$ cat config.mk
export PLATFORM = sky130hd
export DESIGN_NAME = fetch_unit_flat
export DESIGN_NICKNAME = d
export VERILOG_FILES = /design/src/rtl/fetch_unit_if.sv /design/src/rtl/fetch_unit.sv /design/src/flat_wrapper.sv
export SDC_FILE = /design/constraint.sdc
export NUM_CORES = 1
export LEC_CHECK = 0
export ABC_AREA = 1
export CAP_MARGIN = 20
export CORE_ASPECT_RATIO = 0.5
export CORE_MARGIN = 2
export CORE_UTILIZATION = 60
export DETAILED_ROUTE_END_ITERATION = 7
export DONT_BUFFER_PORTS = 1
export GPL_TIMING_DRIVEN = 0
export HOLD_SLACK_MARGIN = 0.06
export PLACE_DENSITY = 0.87
export SLEW_MARGIN = 20
export SYNTH_ARGS = -nofsm -noshare
export SYNTH_HDL_FRONTEND = slang
export SYNTH_SLANG_ARGS = --single-unit
export TNS_END_PERCENT = 30
$ cat constraint.sdc
create_clock -name clk -period 5.5 [get_ports clk]
set_clock_uncertainty 0.1 [all_clocks]
set_input_delay 0 -clock clk [delete_from_list [all_inputs] [get_ports clk]]
set_output_delay 0 -clock clk [all_outputs]
set_load 0.03 [all_outputs]
$ cat src/rtl/fetch_unit_if.sv
// Fetch unit bus bundle: redirect input, instruction-memory request/response
// channel, decode-side output channel and the misalignment pulse.
interface fetch_unit_if #(
  parameter int XLEN = 32
);
  logic            redirect_valid;
  logic [XLEN-1:0] redirect_pc;

  logic            mem_req_valid;
  logic            mem_req_ready;
  logic [XLEN-1:0] mem_req_addr;
  logic            mem_rsp_valid;
  logic [XLEN-1:0] mem_rsp_data;

  logic            out_valid;
  logic            out_ready;
  logic [XLEN-1:0] out_instr;
  logic [XLEN-1:0] out_pc;
  logic [XLEN-1:0] out_pc_plus_4;

  logic            misalign_err;

  // The fetch unit itself
  modport master (
    input  redirect_valid, redirect_pc,
    input  mem_req_ready, mem_rsp_valid, mem_rsp_data,
    input  out_ready,
    output mem_req_valid, mem_req_addr,
    output out_valid, out_instr, out_pc, out_pc_plus_4,
    output misalign_err
  );

  // The environment around it: memory, decode and branch resolution
  modport slave (
    output redirect_valid, redirect_pc,
    output mem_req_ready, mem_rsp_valid, mem_rsp_data,
    output out_ready,
    input  mem_req_valid, mem_req_addr,
    input  out_valid, out_instr, out_pc, out_pc_plus_4,
    input  misalign_err
  );
endinterface

$ cat src/rtl/fetch_unit.sv
// Instruction fetch unit: issues sequential word fetches, tracks in-flight
// requests, queues returned instructions with their PC and discards responses
// belonging to fetches made before a redirect.
module fetch_unit #(
  parameter int              XLEN     = 32,
  parameter int              DEPTH    = 4,
  parameter logic [XLEN-1:0] RESET_PC = '0
) (
  input  logic         clk,
  input  logic         rst,
  fetch_unit_if.master bus
);

  localparam int              PW      = $clog2(DEPTH);
  localparam int              CW      = PW + 1;
  localparam int              SW      = CW + 1;
  localparam logic [SW-1:0]   DEPTH_S = SW'(DEPTH);
  localparam logic [XLEN-1:0] STEP    = XLEN'(4);

  logic [XLEN-1:0] fetch_pc;
  logic [XLEN-1:0] resp_pc;
  logic [CW-1:0]   outstanding;
  logic [CW-1:0]   drop_cnt;
  logic [CW-1:0]   occupancy;
  logic [PW-1:0]   wr_ptr;
  logic [PW-1:0]   rd_ptr;
  logic [XLEN-1:0] instr_mem [DEPTH];
  logic [XLEN-1:0] pc_mem    [DEPTH];
  logic            req_en;
  logic            mis_q;

  logic            accept;
  logic            rsp;
  logic            drop_rsp;
  logic            push;
  logic            pop;
  logic [CW-1:0]   outstanding_next;
  logic [XLEN-1:0] redirect_target;

  // Handshake decode; responses are never queued during a redirect cycle
  always_comb begin
    accept           = bus.mem_req_valid & bus.mem_req_ready;
    rsp              = bus.mem_rsp_valid;
    drop_rsp         = rsp & (drop_cnt != '0);
    push             = rsp & ~drop_rsp & ~bus.redirect_valid;
    pop              = bus.out_valid & bus.out_ready;
    outstanding_next = outstanding + CW'(accept) - CW'(rsp);
    redirect_target  = {bus.redirect_pc[XLEN-1:2], 2'b00};
  end

  // Requests come purely from registers; req_en keeps them off while in reset
  assign bus.mem_req_valid = req_en &
                             (({1'b0, outstanding} + {1'b0, occupancy}) < DEPTH_S);
  assign bus.mem_req_addr  = fetch_pc;

  assign bus.out_valid     = (occupancy != '0);
  assign bus.out_instr     = bus.out_valid ? instr_mem[rd_ptr]       : '0;
  assign bus.out_pc        = bus.out_valid ? pc_mem[rd_ptr]          : '0;
  assign bus.out_pc_plus_4 = bus.out_valid ? pc_mem[rd_ptr] + STEP   : '0;
  assign bus.misalign_err  = mis_q;

  // Fetch PC: jumps to the aligned target on redirect, else steps per acceptance
  always_ff @(posedge clk) begin
    if (rst) begin
      fetch_pc <= RESET_PC;
      req_en   <= 1'b0;
    end else begin
      req_en <= 1'b1;
      if (bus.redirect_valid) begin
        fetch_pc <= redirect_target;
      end else if (accept) begin
        fetch_pc <= fetch_pc + STEP;
      end
    end
  end

  // In-flight accounting; on redirect everything still in flight becomes stale
  always_ff @(posedge clk) begin
    if (rst) begin
      outstanding <= '0;
      drop_cnt    <= '0;
    end else begin
      outstanding <= outstanding_next;
      if (bus.redirect_valid) begin
        drop_cnt <= outstanding_next;
      end else if (drop_rsp) begin
        drop_cnt <= drop_cnt - CW'(1);
      end
    end
  end

  // Queue pointers, occupancy and the PC that the next kept response belongs to
  always_ff @(posedge clk) begin
    if (rst) begin
      wr_ptr    <= '0;
      rd_ptr    <= '0;
      occupancy <= '0;
      resp_pc   <= RESET_PC;
    end else if (bus.redirect_valid) begin
      wr_ptr    <= '0;
      rd_ptr    <= '0;
      occupancy <= '0;
      resp_pc   <= redirect_target;
    end else begin
      if (push) begin
        wr_ptr  <= wr_ptr + PW'(1);
        resp_pc <= resp_pc + STEP;
      end
      if (pop) begin
        rd_ptr <= rd_ptr + PW'(1);
      end
      case ({push, pop})
        2'b10:   occupancy <= occupancy + CW'(1);
        2'b01:   occupancy <= occupancy - CW'(1);
        default: occupancy <= occupancy;
      endcase
    end
  end

  // Queue storage; contents are masked at the outputs while the queue is empty
  always_ff @(posedge clk) begin
    if (!rst && push) begin
      instr_mem[wr_ptr] <= bus.mem_rsp_data;
      pc_mem[wr_ptr]    <= resp_pc;
    end
  end

  // One-cycle pulse following a redirect to a non-word-aligned target
  always_ff @(posedge clk) begin
    if (rst) begin
      mis_q <= 1'b0;
    end else begin
      mis_q <= bus.redirect_valid & (bus.redirect_pc[1:0] != 2'b00);
    end
  end

endmodule

$ cat src/flat_wrapper.sv
// flat-port wrapper written by rule: the top's interface ports become plain ports
module fetch_unit_flat 
#(
  parameter int              XLEN     = 32,
  parameter int              DEPTH    = 4,
  parameter logic [XLEN-1:0] RESET_PC = '0
)
  (clk, rst, bus_redirect_valid, bus_redirect_pc, bus_mem_req_ready, bus_mem_rsp_valid, bus_mem_rsp_data, bus_out_ready, bus_mem_req_valid, bus_mem_req_addr, bus_out_valid, bus_out_instr, bus_out_pc, bus_out_pc_plus_4, bus_misalign_err);
  fetch_unit_if #(.XLEN(XLEN)) bus_i ();
  input  logic clk;
  input  logic rst;
  input wire logic [$bits(bus_i.redirect_valid)-1:0] bus_redirect_valid;
  input wire logic [$bits(bus_i.redirect_pc)-1:0] bus_redirect_pc;
  input wire logic [$bits(bus_i.mem_req_ready)-1:0] bus_mem_req_ready;
  input wire logic [$bits(bus_i.mem_rsp_valid)-1:0] bus_mem_rsp_valid;
  input wire logic [$bits(bus_i.mem_rsp_data)-1:0] bus_mem_rsp_data;
  input wire logic [$bits(bus_i.out_ready)-1:0] bus_out_ready;
  output wire logic [$bits(bus_i.mem_req_valid)-1:0] bus_mem_req_valid;
  output wire logic [$bits(bus_i.mem_req_addr)-1:0] bus_mem_req_addr;
  output wire logic [$bits(bus_i.out_valid)-1:0] bus_out_valid;
  output wire logic [$bits(bus_i.out_instr)-1:0] bus_out_instr;
  output wire logic [$bits(bus_i.out_pc)-1:0] bus_out_pc;
  output wire logic [$bits(bus_i.out_pc_plus_4)-1:0] bus_out_pc_plus_4;
  output wire logic [$bits(bus_i.misalign_err)-1:0] bus_misalign_err;
  assign bus_i.redirect_valid = bus_redirect_valid;
  assign bus_i.redirect_pc = bus_redirect_pc;
  assign bus_i.mem_req_ready = bus_mem_req_ready;
  assign bus_i.mem_rsp_valid = bus_mem_rsp_valid;
  assign bus_i.mem_rsp_data = bus_mem_rsp_data;
  assign bus_i.out_ready = bus_out_ready;
  assign bus_mem_req_valid = bus_i.mem_req_valid;
  assign bus_mem_req_addr = bus_i.mem_req_addr;
  assign bus_out_valid = bus_i.out_valid;
  assign bus_out_instr = bus_i.out_instr;
  assign bus_out_pc = bus_i.out_pc;
  assign bus_out_pc_plus_4 = bus_i.out_pc_plus_4;
  assign bus_misalign_err = bus_i.misalign_err;
  fetch_unit #(.XLEN(XLEN), .DEPTH(DEPTH), .RESET_PC(RESET_PC)) u_core (.clk(clk), .rst(rst), .bus(bus_i));
endmodule
* Word-level counts from Yosys, hierarchy flattened
Memory sizes are Yosys's and may differ from the RTL's. A register that Yosys moved wholly into a read port is not among the register bits.
Cells that the tools add are included.
** Cells by class
- Add/sub/neg operators :: 11
- Order comparisons :: 1
- Equal/unequal tests :: 2
- Muxes and demuxes :: 17
- Bitwise gates (word level) :: 9
- Reduce and logical (&&, ||, !) cells :: 10
** Operators with widths (number)
- $mux W32 :: 7
- $add A32 B3 Y32 const B :: 3
- $reduce_bool A2 Y1 :: 5
- $mux W2 :: 4
- $and A1 B1 Y1 :: 7
- $mux W3 :: 2
- $pmux W3 S2 :: 1
- $reduce_bool A3 Y1 :: 2
- $sub A3 B1 Y3 const B :: 2
- $add A2 B1 Y2 const B :: 2
- $add A3 B3 Y4 :: 1
- $lt A4 B3 Y1 const B :: 1
- $add A3 B1 Y3 :: 1
- $add A3 B1 Y3 const B :: 1
- $mux W1 :: 3
- $sub A3 B1 Y3 :: 1
- $eq A2 B1 Y1 const B :: 1
- $eq A2 B2 Y1 const B :: 1
- $not A1 Y1 :: 2
- $reduce_or A2 Y1 :: 1
- $logic_and A1 B1 Y1 :: 1
- $logic_not A1 Y1 :: 1
** Word-level totals
- Register bits :: 79
- RAM bits :: 256
- Input port bits :: 70
- Output and inout bits :: 131
- Word-level logic and storage cells :: 63
- Memories :: 2
** Memory list
- u_core.instr_mem :: depth 4, width 32, rd ports 1, clocked after Yosys merged registers in 1, write ports 1, line fetch_unit.sv:27 : logic [XLEN-1:0] instr_mem [DEPTH];
- u_core.pc_mem :: depth 4, width 32, rd ports 1, clocked after Yosys merged registers in 1, write ports 1, line fetch_unit.sv:28 : logic [XLEN-1:0] pc_mem [DEPTH];

* Longest topological paths before layout
- Depth after elaboration :: 8
- Gate-level depth with buffers :: 16
- Mapped depth without buffers :: 14

* Worst setup path after synthesis
No wires, ideal clock.
- Path kind :: reg2reg
- Start point :: register u_core.drop_cnt[0]
- End point :: memory u_core.instr_mem[0][0], enable pin
- Setup time :: 0.482 ns
- Arrival :: 3.801 ns
- Data required time :: 4.918 ns
- Slack :: 1.117 ns
- Cell stages (with the launch flop) :: 7
- Path buffers :: 0
- Clock period less this slack :: 4.383 ns
- Cells stage by stage :: dfxtp_1 -> inv_1 -> ha_1 -> nand3_1 -> nor2_2 -> clkinv_1 -> nor2_1
** On the way
- Word-level cells in the longest chain between the ends :: 8
** RTL lines
- from (decl) :: line fetch_unit.sv:23 : logic [CW-1:0] drop_cnt;
- from (signal assigned) :: line fetch_unit.sv:85 : drop_cnt <= outstanding_next;
- from (signal assigned) :: line fetch_unit.sv:87 : drop_cnt <= drop_cnt - CW'(1);
- $reduce_bool A3 Y1 :: line fetch_unit.sv:44 : drop_rsp = rsp & (drop_cnt != '0);
- $and A1 B1 Y1 :: line fetch_unit.sv:44
- $not A1 Y1 :: line fetch_unit.sv:45 : push = rsp & ~drop_rsp & ~bus.redirect_valid;
- $and A1 B1 Y1 (2 in series) :: line fetch_unit.sv:45
- $logic_and A1 B1 Y1 :: line fetch_unit.sv:122 : if (!rst && push) begin
- $mux W1 :: line fetch_unit.sv:122
- $mux W1 (implied by the code) :: line fetch_unit.sv:123 : instr_mem[wr_ptr] <= bus.mem_rsp_data;
- to (decl) :: line fetch_unit.sv:27
No other way between the ends.

==> metrics.yaml <==
status: "finished clean"
num_vias: 14128
start_kind: "flip-flop"
postSynth.asyncResetShare_pct: 0
syn_inst: 1870
dp_hpwl_um: 32300
rows: 42
routed_via_density: 5.93
fp.coreArea_sq_um: 26200
htree_num_levels: 1
dpl_worst_slack_ps: 2080
synth_largest_area_cell: "edfxtp_1"
drc: 0
tightest_slew_ps: 958
port_buffers: 0
cts_root_buffer: "clkbuf_16"
grt.met3_usage_pct: 7.64
met2_usage_pct: 56.7
synth_warnings: 0
antenna_found_initial: 0
syn_avg_cell_area_sq_um: 8.50
grt_pass1_vias: 13390
ys_seq_area_share_pct: 56.5
worstPathMaxFanout: 10
use_met1_pct: 42.4
avgRoutedWirePerCell_um: 20.2
power_leakage_uw: 0.00726
final_common_cell: "nand2_1"
finalCritPeriodShare_pct: 65.3
cap_viol_max_count: 0
synthTopCellsByArea: "edfxtp_1 47%, nand2_1 13%, dfxtp_1 9.7%, nor2_1 7.2%, o21ai_0 3.9%"
cts_buffers: 28
ys_seq_elements: 325
routed_wl_um: 48100
start_util_pct: 60.6
postCtsResizedCells: 0
track_usage_pct: 34.1
hold_violations: 0
fin_nets: 2094
drive_gt1_share_pct: 6.35
slew_violations: 0
fmax_mhz: 279
fin_ws_ps: 1910
hp-class: "primary input to flip-flop"
synthFlopType: "edfxtp_1"
grt_pass1_wl_um: 72700
num_antenna_cells: 0
io_pins: 201
clock_latency_ps: 580
cts_tree: "built"
cts_buffer_depth: 3
maxSlewHeadroom_pct: 35.7
dieArea_sq_um: 27900
synth_edf_count: 248
die_w_um: 234
ys_types: 43
clock_sinks: 325
top_usage_layer: "met2"
synthToLayoutAreaGrowth_pct: 16.6
grt_max_degree: 24
finish.utilization_pct: 70.7
p_per_area_nw_per_um2: 302
syn-cell-area_sq_um: 15900
gp_congestion: 1.00
die_h_um: 119
finalSetupViolCount: 0
postCtsSetupBuffers: 0
whs_ps: 67.8
path_clk_slew_ps: 70
setup.worst_path.end_class: "primary output"
hold_buffers: 93
arrival_ps: 3490
synth_top_area_share_pct: 46.8
setup_tns_ps: 0
firstDrtPassIters: 7
first_iter_violations: 1635
path_class: "flip-flop to primary output"
rsz0062_at_grt: "no"
min_period_ps: 3590
grt_overflow_total: 0
layout_common_cells: "533 x nand2_1, 299 x nor2_1, 248 x edfxtp_1, 135 x inv_1, 123 x o21ai_0"
ir_drop_mv: 0.258
final_antenna_net_count: 0
cp_data_required_time_ps: 5400
## kinds of logic after synthesis
group / Yosys count / synth area share, %
and+or+nand+nor: 1016 / 25.8
DFF: 325 / 56.5
AOI/OAI and AO/OA: 257 / 8.47
buffers and inverters: 224 / 6.07
xor gates and xnor gates: 31 / 1.71
adders and majority gates: 16 / 1.35
other: 1 / 0.0236
## path summary, 6_finish.rpt
kind	from	to	slack (ps)	cells past startpoint
worst min-delay path	bus_mem_rsp_data[22]	u_core.instr_mem[3][22]	70	1
worst max register to register	u_core.drop_cnt[0]	u_core.instr_mem[1][13]	1950	8
worst min register to register	u_core.rd_ptr[0]	flip-flop	400	1
worst max-delay path	flip-flop	bus_out_pc_plus_4[16]	1910	13
## registers in the layout (all words and copies together) (netlist names), named ones only
name,cells
u_core.instr_mem,128
u_core.pc_mem,120
u_core.bus.mem_req_addr,30
u_core.resp_pc,30
u_core.drop_cnt,3
u_core.occupancy,3
u_core.outstanding,3
u_core.rd_ptr,2
u_core.wr_ptr,2
u_core.bus.misalign_err,1
u_core.req_en,1
## report_power, final
| part | internal, uW | total (uW) | switching [uW] |
|---|---|---|---|
| Clock | 1150 | 2100 | 953 |
| Sequential | 2730 | 2850 | 123 |
| Combinational | 191 | 644 | 454 |
| Total | 4070 | 5600 | 1530 |
## layout make-up
class	count	area, sq um
plain buffers	80	419
clock buffers	31	722
clock inverters	21	240
fillers	1897	7690
inverters	144	546
multi-input cells	1326	6000
flip-flops and latches	325	8990
well taps	352	440
repair buffers	103	1180
## stage by stage
step / instances / total power (uW) / instance area, sq um
6_report: 2382 / 5600 / 18500
5_1_grt: 2382 / 5750 / 18500
4_1_cts: 2382 / 5560 / 18500
3_5_place_dp: 2237 / 3450 / 16600
3_3_place_gp: 2227 / 3420 / 16400
2_1_floorplan: 1875 / 3280 / 15900
## Yosys cell counts, types with 2 or more instances
cell type	count
a21boi_0	2
a21o_1	2
a21oi_1	98
a31oi_1	17
and2_1	2
buf_1	8
buf_2	17
buf_4	14
buf_6	6
clkbuf_1	35
clkinv_1	3
dfxtp_1	77
edfxtp_1	248
fa_1	2
ha_1	14
inv_1	135
inv_2	5
nand2_1	533
nand2_2	9
nand3_1	120
nand4_1	12
nor2_1	303
nor2_2	7
nor2_4	3
nor3_1	21
o211ai_1	3
o21ai_0	123
o21ai_1	5
or2_2	3
xnor2_1	4
xor2_1	27
## per-layer routing
layer	wire length [um]	share of wire, %
met5	0	0
met4	2390	5.0
met3	5440	11
met2	22900	48
met1	17300	36
## critical path: stages (launching register included)
cell      delay [ps]
dfxtp_1          310
buf_6            140
inv_6             80
buf_4            200
buf_2            300
o211ai_1         120
nand2_1          170
ha_1             220
nand2_1           90
nor2_2           150
nand2_1          130
nor2_1           310
o21ai_0          120
nor2_1           560
Power figures use the tool's default switching activity.
